$ cat src/rtl/lattice_reader.sv
// Raster-order reader for the nine distribution BRAMs: issues one shared read address per
// cell and streams density/barrier results through a credit-controlled skid FIFO. Optional VELOCITY_EN adds ux_out.
module lattice_reader #(
  parameter int HPIXELS    = 320,
  parameter int VPIXELS    = 180,
  parameter int RW_LATENCY = 3,
  parameter int FIFO_DEPTH = 4,
  localparam int BRAM_SIZE = $clog2(HPIXELS * VPIXELS),
  localparam int HW        = (HPIXELS > 1) ? $clog2(HPIXELS) : 1,
  localparam int VW        = (VPIXELS > 1) ? $clog2(VPIXELS) : 1
) (
  input  logic                        clk_in,
  input  logic                        rst_n_in,
  input  logic                        start_in,
  output logic [8:0][BRAM_SIZE-1:0]   addr_out,
  input  logic [8:0][7:0]             data_in,
  output logic                        pix_valid_out,
  input  logic                        pix_ready_in,
  output logic [HW-1:0]               pix_hor_out,
  output logic [VW-1:0]               pix_vert_out,
  output logic [11:0]                 density_out,
  output logic                        barrier_out,
`ifdef VELOCITY_EN
  output logic signed [10:0]          ux_out,
`endif
  output logic                        busy_out,
  output logic                        done_out,
  output logic [1:0]                  state_out
);

  // Handshake: a result transfers on every rising clk_in where pix_valid_out && pix_ready_in;
  // while pix_valid_out is high and pix_ready_in low the pix_* outputs do not change.

  localparam int CW = $clog2(FIFO_DEPTH + 1);
  localparam int PW = (FIFO_DEPTH > 1) ? $clog2(FIFO_DEPTH) : 1;
  localparam logic [HW-1:0] HMAX = HW'(HPIXELS - 1);
  localparam logic [VW-1:0] VMAX = VW'(VPIXELS - 1);

  typedef enum logic [1:0] {IDLE, ISSUE, DRAIN, DONE} state_t;

  state_t               state, state_nxt;
  logic [HW-1:0]        hor;
  logic [VW-1:0]        vert;
  logic [BRAM_SIZE-1:0] cell_idx;
  logic [BRAM_SIZE-1:0] addr_q;
  logic [CW-1:0]        inflight;
  logic [CW-1:0]        fifo_count;
  logic [CW:0]          credit_used;
  logic                 credit_ok;
  logic                 last_cell;
  logic                 issue;
  logic                 push;
  logic                 pop;

  logic [RW_LATENCY:0]  pipe_valid;
  logic [HW-1:0]        pipe_hor  [RW_LATENCY+1];
  logic [VW-1:0]        pipe_vert [RW_LATENCY+1];

  logic [11:0]          density_c;
  logic                 barrier_c;

  logic [HW-1:0]        fifo_hor  [FIFO_DEPTH];
  logic [VW-1:0]        fifo_vert [FIFO_DEPTH];
  logic [11:0]          fifo_dens [FIFO_DEPTH];
  logic                 fifo_bar  [FIFO_DEPTH];
  logic [PW-1:0]        wr_ptr, rd_ptr;

  function automatic logic [PW-1:0] ptr_inc(input logic [PW-1:0] p);
    return (p == PW'(FIFO_DEPTH - 1)) ? '0 : p + PW'(1);
  endfunction

  // Credits cover both reads still in the BRAM pipe and results already buffered.
  assign credit_used = {1'b0, inflight} + {1'b0, fifo_count};
  assign credit_ok   = credit_used < (CW+1)'(FIFO_DEPTH);
  assign last_cell   = (hor == HMAX) && (vert == VMAX);
  assign push        = pipe_valid[RW_LATENCY];
  assign pop         = pix_valid_out && pix_ready_in;

  always_ff @(posedge clk_in or negedge rst_n_in) begin
    if (!rst_n_in) state <= IDLE;
    else           state <= state_nxt;
  end

  always_comb begin
    state_nxt = state;
    issue     = 1'b0;
    case (state)
      IDLE:  if (start_in) state_nxt = ISSUE;
      ISSUE: begin
        if (credit_ok) begin
          issue = 1'b1;
          if (last_cell) state_nxt = DRAIN;
        end
      end
      DRAIN: begin
        if ((inflight == '0) &&
            ((fifo_count == '0) || ((fifo_count == CW'(1)) && pop)))
          state_nxt = DONE;
      end
      DONE:    state_nxt = IDLE;
      default: state_nxt = IDLE;
    endcase
  end

  assign busy_out  = (state == ISSUE) || (state == DRAIN);
  assign done_out  = (state == DONE);
  assign state_out = state;

  always_ff @(posedge clk_in or negedge rst_n_in) begin
    if (!rst_n_in) begin
      hor      <= '0;
      vert     <= '0;
      cell_idx <= '0;
      addr_q   <= '0;
      inflight <= '0;
    end else begin
      if ((state == IDLE) && start_in) begin
        hor      <= '0;
        vert     <= '0;
        cell_idx <= '0;
      end else if (issue) begin
        addr_q   <= cell_idx;
        cell_idx <= cell_idx + BRAM_SIZE'(1);
        if (hor == HMAX) begin
          hor  <= '0;
          vert <= (vert == VMAX) ? '0 : vert + VW'(1);
        end else begin
          hor  <= hor + HW'(1);
        end
      end
      inflight <= inflight + CW'(issue) - CW'(push);
    end
  end

  assign addr_out = {9{addr_q}};

  // Stage 0 loads with the address; the tag reaches the last stage in the cycle its data arrives.
  always_ff @(posedge clk_in or negedge rst_n_in) begin
    if (!rst_n_in) begin
      pipe_valid <= '0;
      for (int i = 0; i <= RW_LATENCY; i++) begin
        pipe_hor[i]  <= '0;
        pipe_vert[i] <= '0;
      end
    end else begin
      pipe_valid   <= {pipe_valid[RW_LATENCY-1:0], issue};
      pipe_hor[0]  <= hor;
      pipe_vert[0] <= vert;
      for (int i = 1; i <= RW_LATENCY; i++) begin
        pipe_hor[i]  <= pipe_hor[i-1];
        pipe_vert[i] <= pipe_vert[i-1];
      end
    end
  end

  always_comb begin
    density_c = '0;
    for (int i = 0; i < 9; i++) density_c = density_c + 12'(data_in[i]);
    barrier_c = (data_in[0] == 8'hFF) && (data_in[8:1] == '0);
  end

`ifdef VELOCITY_EN
  logic [9:0]         ux_pos, ux_neg;
  logic signed [10:0] ux_c;
  logic signed [10:0] fifo_ux [FIFO_DEPTH];

  always_comb begin
    ux_pos = 10'(data_in[1]) + 10'(data_in[5]) + 10'(data_in[8]);
    ux_neg = 10'(data_in[3]) + 10'(data_in[6]) + 10'(data_in[7]);
    ux_c   = barrier_c ? '0 : $signed({1'b0, ux_pos}) - $signed({1'b0, ux_neg});
  end

  always_ff @(posedge clk_in or negedge rst_n_in) begin
    if (!rst_n_in) begin
      for (int i = 0; i < FIFO_DEPTH; i++) fifo_ux[i] <= '0;
    end else if (push) begin
      fifo_ux[wr_ptr] <= ux_c;
    end
  end

  assign ux_out = fifo_ux[rd_ptr];
`endif

  always_ff @(posedge clk_in or negedge rst_n_in) begin
    if (!rst_n_in) begin
      for (int i = 0; i < FIFO_DEPTH; i++) begin
        fifo_hor[i]  <= '0;
        fifo_vert[i] <= '0;
        fifo_dens[i] <= '0;
        fifo_bar[i]  <= 1'b0;
      end
      wr_ptr     <= '0;
      rd_ptr     <= '0;
      fifo_count <= '0;
    end else begin
      if (push) begin
        fifo_hor[wr_ptr]  <= pipe_hor[RW_LATENCY];
        fifo_vert[wr_ptr] <= pipe_vert[RW_LATENCY];
        fifo_dens[wr_ptr] <= density_c;
        fifo_bar[wr_ptr]  <= barrier_c;
        wr_ptr            <= ptr_inc(wr_ptr);
      end
      if (pop) rd_ptr <= ptr_inc(rd_ptr);
      fifo_count <= fifo_count + CW'(push) - CW'(pop);
    end
  end

  assign pix_valid_out = (fifo_count != '0);
  assign pix_hor_out   = fifo_hor[rd_ptr];
  assign pix_vert_out  = fifo_vert[rd_ptr];
  assign density_out   = fifo_dens[rd_ptr];
  assign barrier_out   = fifo_bar[rd_ptr];

endmodule

$ cat config.mk
export PLATFORM = sky130hd
export DESIGN_NAME = lattice_reader
export DESIGN_NICKNAME = d
export VERILOG_FILES = /design/src/rtl/lattice_reader.sv
export SDC_FILE = /design/constraint.sdc
export NUM_CORES = 1
export LEC_CHECK = 0
export CORE_MARGIN = 5
export CORE_UTILIZATION = 56
export CTS_CLUSTER_SIZE = 12
export DETAILED_ROUTE_END_ITERATION = 7
export PLACE_DENSITY = 0.84
export SETUP_SLACK_MARGIN = 0.1
export SYNTH_ARGS = -nofsm -noshare
export SYNTH_HDL_FRONTEND = slang
export SYNTH_SLANG_ARGS = --single-unit
$ cat constraint.sdc
create_clock -name clk_in -period 4.72 [get_ports clk_in]
set_clock_uncertainty 0.15 [all_clocks]
set_input_delay 0.944 -clock clk_in [delete_from_list [all_inputs] [get_ports clk_in]]
set_output_delay 0.944 -clock clk_in [all_outputs]
set_load 0.005 [all_outputs]
==> metrics.md <==
| Metric | Value |
|---|---|
| Result of the run | complete, but fails checks |
| Failing checks | negative setup slack |
| Most frequent cells after synthesis | dfrtp_1, buf_4, inv_1 |
| Area fraction of the dominant cell type after synthesis | 0.492 |
| Antenna cell count | 0 |
| Sinks on Clock Net | 253 |
| Share of final-layout standard cells stronger than drive strength 1 | 0.216 |
| Final instance area | 16000 um^2 |
| Largest stage delay on the critical path | 620 ps |
| Pin count of the biggest net entering global routing | 141 |
| Hold Path Class | reg -> reg |
| Timing-limited maximum frequency | 208 MHz |
| Max FO, Critical Path | 4 |
| Cell family with most CP delay | adder cells |
| Clock network latency to the later pin of the worst-skew pair | 500 ps |
| Crit path time final | just under 5000 ps |
| CP endpoint kind | flop |
| Count of cell types in the netlist | 54 |
| Setup slack of the critical path after layout | -85.5 ps |
| Total DRC errors in the routed layout | 0 |
| Critical Path AT | about 5000 ps |
| Cell with the largest stage delay on the worst path | fa_1 |
| Worst slew pin tran | 1000 ps |
| Die boundary width | 162 um |
| Layout area overhead | 24.4% |
| Clock tree from TritonCTS | done |
| Most repeated library cell on the critical path | fa_1 |
| Starting density of the core | 0.568 |
| Most area-hungry cell type in the Yosys netlist | dfrtp_1 |
| Period utilization | 1.02 |
| DR vias | 8290 |
| CTS max path bufs | 3 |
| Slew headroom | 0.332 |
| Setup-failing EPs final | 1 |
| Ys Warns | 0 |
| Count of max-cap constraint violations | 0 |
| Root buffer cell | clkbuf_16 |
| Number of port buffers | 254 |
| H-tree depth | 1 |
| Final hold violations | 0 |
| GP Congestion | 0.894 |
| Number of global-route vias before repair | 9135 |
| Count of flip-flops with a built-in enable after synthesis | 0 |
| Startpoint of the worst setup timing path | data_in[53] |
| Number of buffers inserted by hold repair at cts | 0 |
| Count of state elements after synthesis | 253 |
| Path type of the worst setup path | in -> reg |
| Sequential element share of the synthesized area | 0.492 |
| Cell breakdown of the critical path | clkdlybuf4s50_1 -> fa_1 -> fa_1 -> fa_1 -> inv_1 -> fa_1 -> inv_1 -> ha_4 -> nand2_2 -> o211ai_1 -> a21oi_1 -> xor2_1 -> buf_4 -> o21ai_0 |
| Height of the chip | 162 um |
| Placed cell area | approximately 15000 um^2 |
| Clock Pin Slew Worst Setup and Hold Paths | 60 ps |
| CTS buffer count | 25 |
| Final routed wirelength across all metal layers | 29600 um |
| GRT Resource Usage Total | 0.226 |
| Top FF cell, synth | dfrtp_1 |
| Most instantiated library cell after synthesis | dfrtp_1 |
| Overall overflow remaining after global route | 0 |
| Global-route wire length before repair | 48300 um |
| Kind of launch point of the worst setup path | input port |
| Post-Syn Instances | 1047 |
| Power density over the cells | 618 nW/um^2 |
| FILL cells | 1502 |
| Worst slack at placement | -721 ps |
| Startpoint of the lowest-slack register-to-register path | fifo_count[2] |
| Detailed-placement wirelength estimate | 20500 um |
| Count of buffer and inverter cells on the critical path | 4 |
| Placement row count | 55 |
| Post-synthesis instance area | between 10000 and 15000 um^2 |
| I/O Pins | between 200 and 300 |
| Post-synth ARST share | 1.00 |
| First-pass iteration count of the detailed router | 4 |
| Leakage power | 7.64 nW |
| Worst hold path startpoint | pipe_vert[22] |
| Worst Path Required | approximately 4900 ps |
| Net count after synthesis | 1211 |
| Core Region | 22600 um^2 |
| Maximum ir drop on the vdd rail | about 0.41 mV |
| Leading cell types by total area after synthesis | dfrtp_1, fa_1, mux2_2 |
| Number of nets at the end of the flow | around 1400 |
| Iteration-0 DRC Markers | 578 |
| Final antenna-violating net count | 0 |
| Average instance area after synthesis | 12.3 um^2 |
| Post-detailed-route via-to-cell ratio | 5.46 |
| Number of antenna violations at the first check in global routing | 0 |
| Average routed wire per standard cell | 19.5 um |
| Die area | around 26000 um^2 |
| Pins Over Slew Limit | 0 |
cell usage in the layout, fill, tap and decap left out, types with 3 or more instances in the layout:
master / instances
clkbuf_1: 4
o211ai_1: 4
dfrtp_1: 252
nand3_1: 12
a21oi_2: 3
and3_1: 6
clkdlybuf4s50_1: 209
mux2_2: 90
xnor2_1: 21
xor2_1: 6
a21oi_1: 9
a32o_1: 4
nand2b_1: 7
nor3_1: 10
mux4_2: 30
o21ai_1: 6
inv_1: 88
clkbuf_8: 4
or3_1: 4
clkbuf_2: 8
nand2_1: 93
fa_2: 6
nor2_1: 27
dlygate4sd2_1: 10
nand2_2: 5
clkbuf_16: 25
fa_1: 50
ha_4: 5
buf_4: 52
inv_2: 14
ha_1: 26
nand4_1: 12
dlymetal6s2s_1: 23
nor2b_1: 4
o31ai_1: 4
o21ai_0: 29
o31a_1: 4
nor4_1: 24
timing repair:
item	CTS	global route
setup buffers	2	1
pin swaps	29	35
gates resized for setup	40	74
setup endpoints to repair	24	28
path summary, 6_finish.rpt:
kind                                 end  slack (ps)  depth (start not counted)
setup / recovery           fifo_dens[20]         -90                         14
hold / removal             pipe_vert[14]         200                          0
setup reg to reg             inflight[2]        1950                         10
hold reg to reg            pipe_vert[14]         200                          0
max in group asynchronous  fifo_dens[41]        2990                          2
min in group asynchronous    inflight[2]         440                          1
where the power goes:
group | switching, mW | total, mW | internal (mW)
registers | 0.407 | 3.00 | 2.60
clock network | 0.746 | 1.76 | 1.01
logic | 2.34 | 5.14 | 2.80
registers in the layout, summed over array words and instances, names as in the netlist:
name,count
addr_q,16
cell_idx,16
fifo_bar,4
fifo_count,3
fifo_dens,48
fifo_hor,36
fifo_vert,32
hor,9
inflight,3
pipe_hor,36
pipe_valid,4
pipe_vert,32
rd_ptr,2
state_out,2
vert,8
wr_ptr,2
cells by family (layout without fill, tap and decap cells):
group           after synthesis  in the layout  synth area share
flops                       253            253             0.492
xor+xnor                     28             28            0.0191
compound gates               83             83            0.0415
fa+ha+maj                    88             88             0.118
buf+inv                     257            444             0.113
simple gates                217            217            0.0840
mux                         121            121             0.132
area by class of cell:
class	instances	area, um^2	share of cell area
timing repair buffer	308	2980	0.186
inverter	103	389	0.0243
tap	285	357	0.0223
sequential	253	6330	0.395
clock buffer	33	696	0.0434
multi-input combinational	537	5260	0.328
stage by stage:
stage | power, mW | hold slack (ps) | util | TNS (ps) | cells
2_1_floorplan | 5.67 | 181 | - | 0 | 1047
3_3_place_gp | 7.39 | 182 | 0.668 | -16660 | 1483
3_5_place_dp | 7.53 | 185 | 0.668 | -17590 | 1483
4_1_cts | 9.60 | 197 | 0.701 | 0 | 1518
5_1_grt | 10.6 | 202 | 0.707 | -389 | 1519
6_report | 9.90 | 195 | 0.707 | -85.5 | 1519
metal layers:
metal / vias to the layer above / wire length (um) / global-route usage
met5: - / 0 / 0
met4: 0 / 777 / 0.0558
met3: 56 / 1430 / 0.0324
met2: 272 / 15700 / 0.405
met1: 4225 / 11700 / 0.292
li1: 3737 / - / -
(Power assumes the default switching activity.)
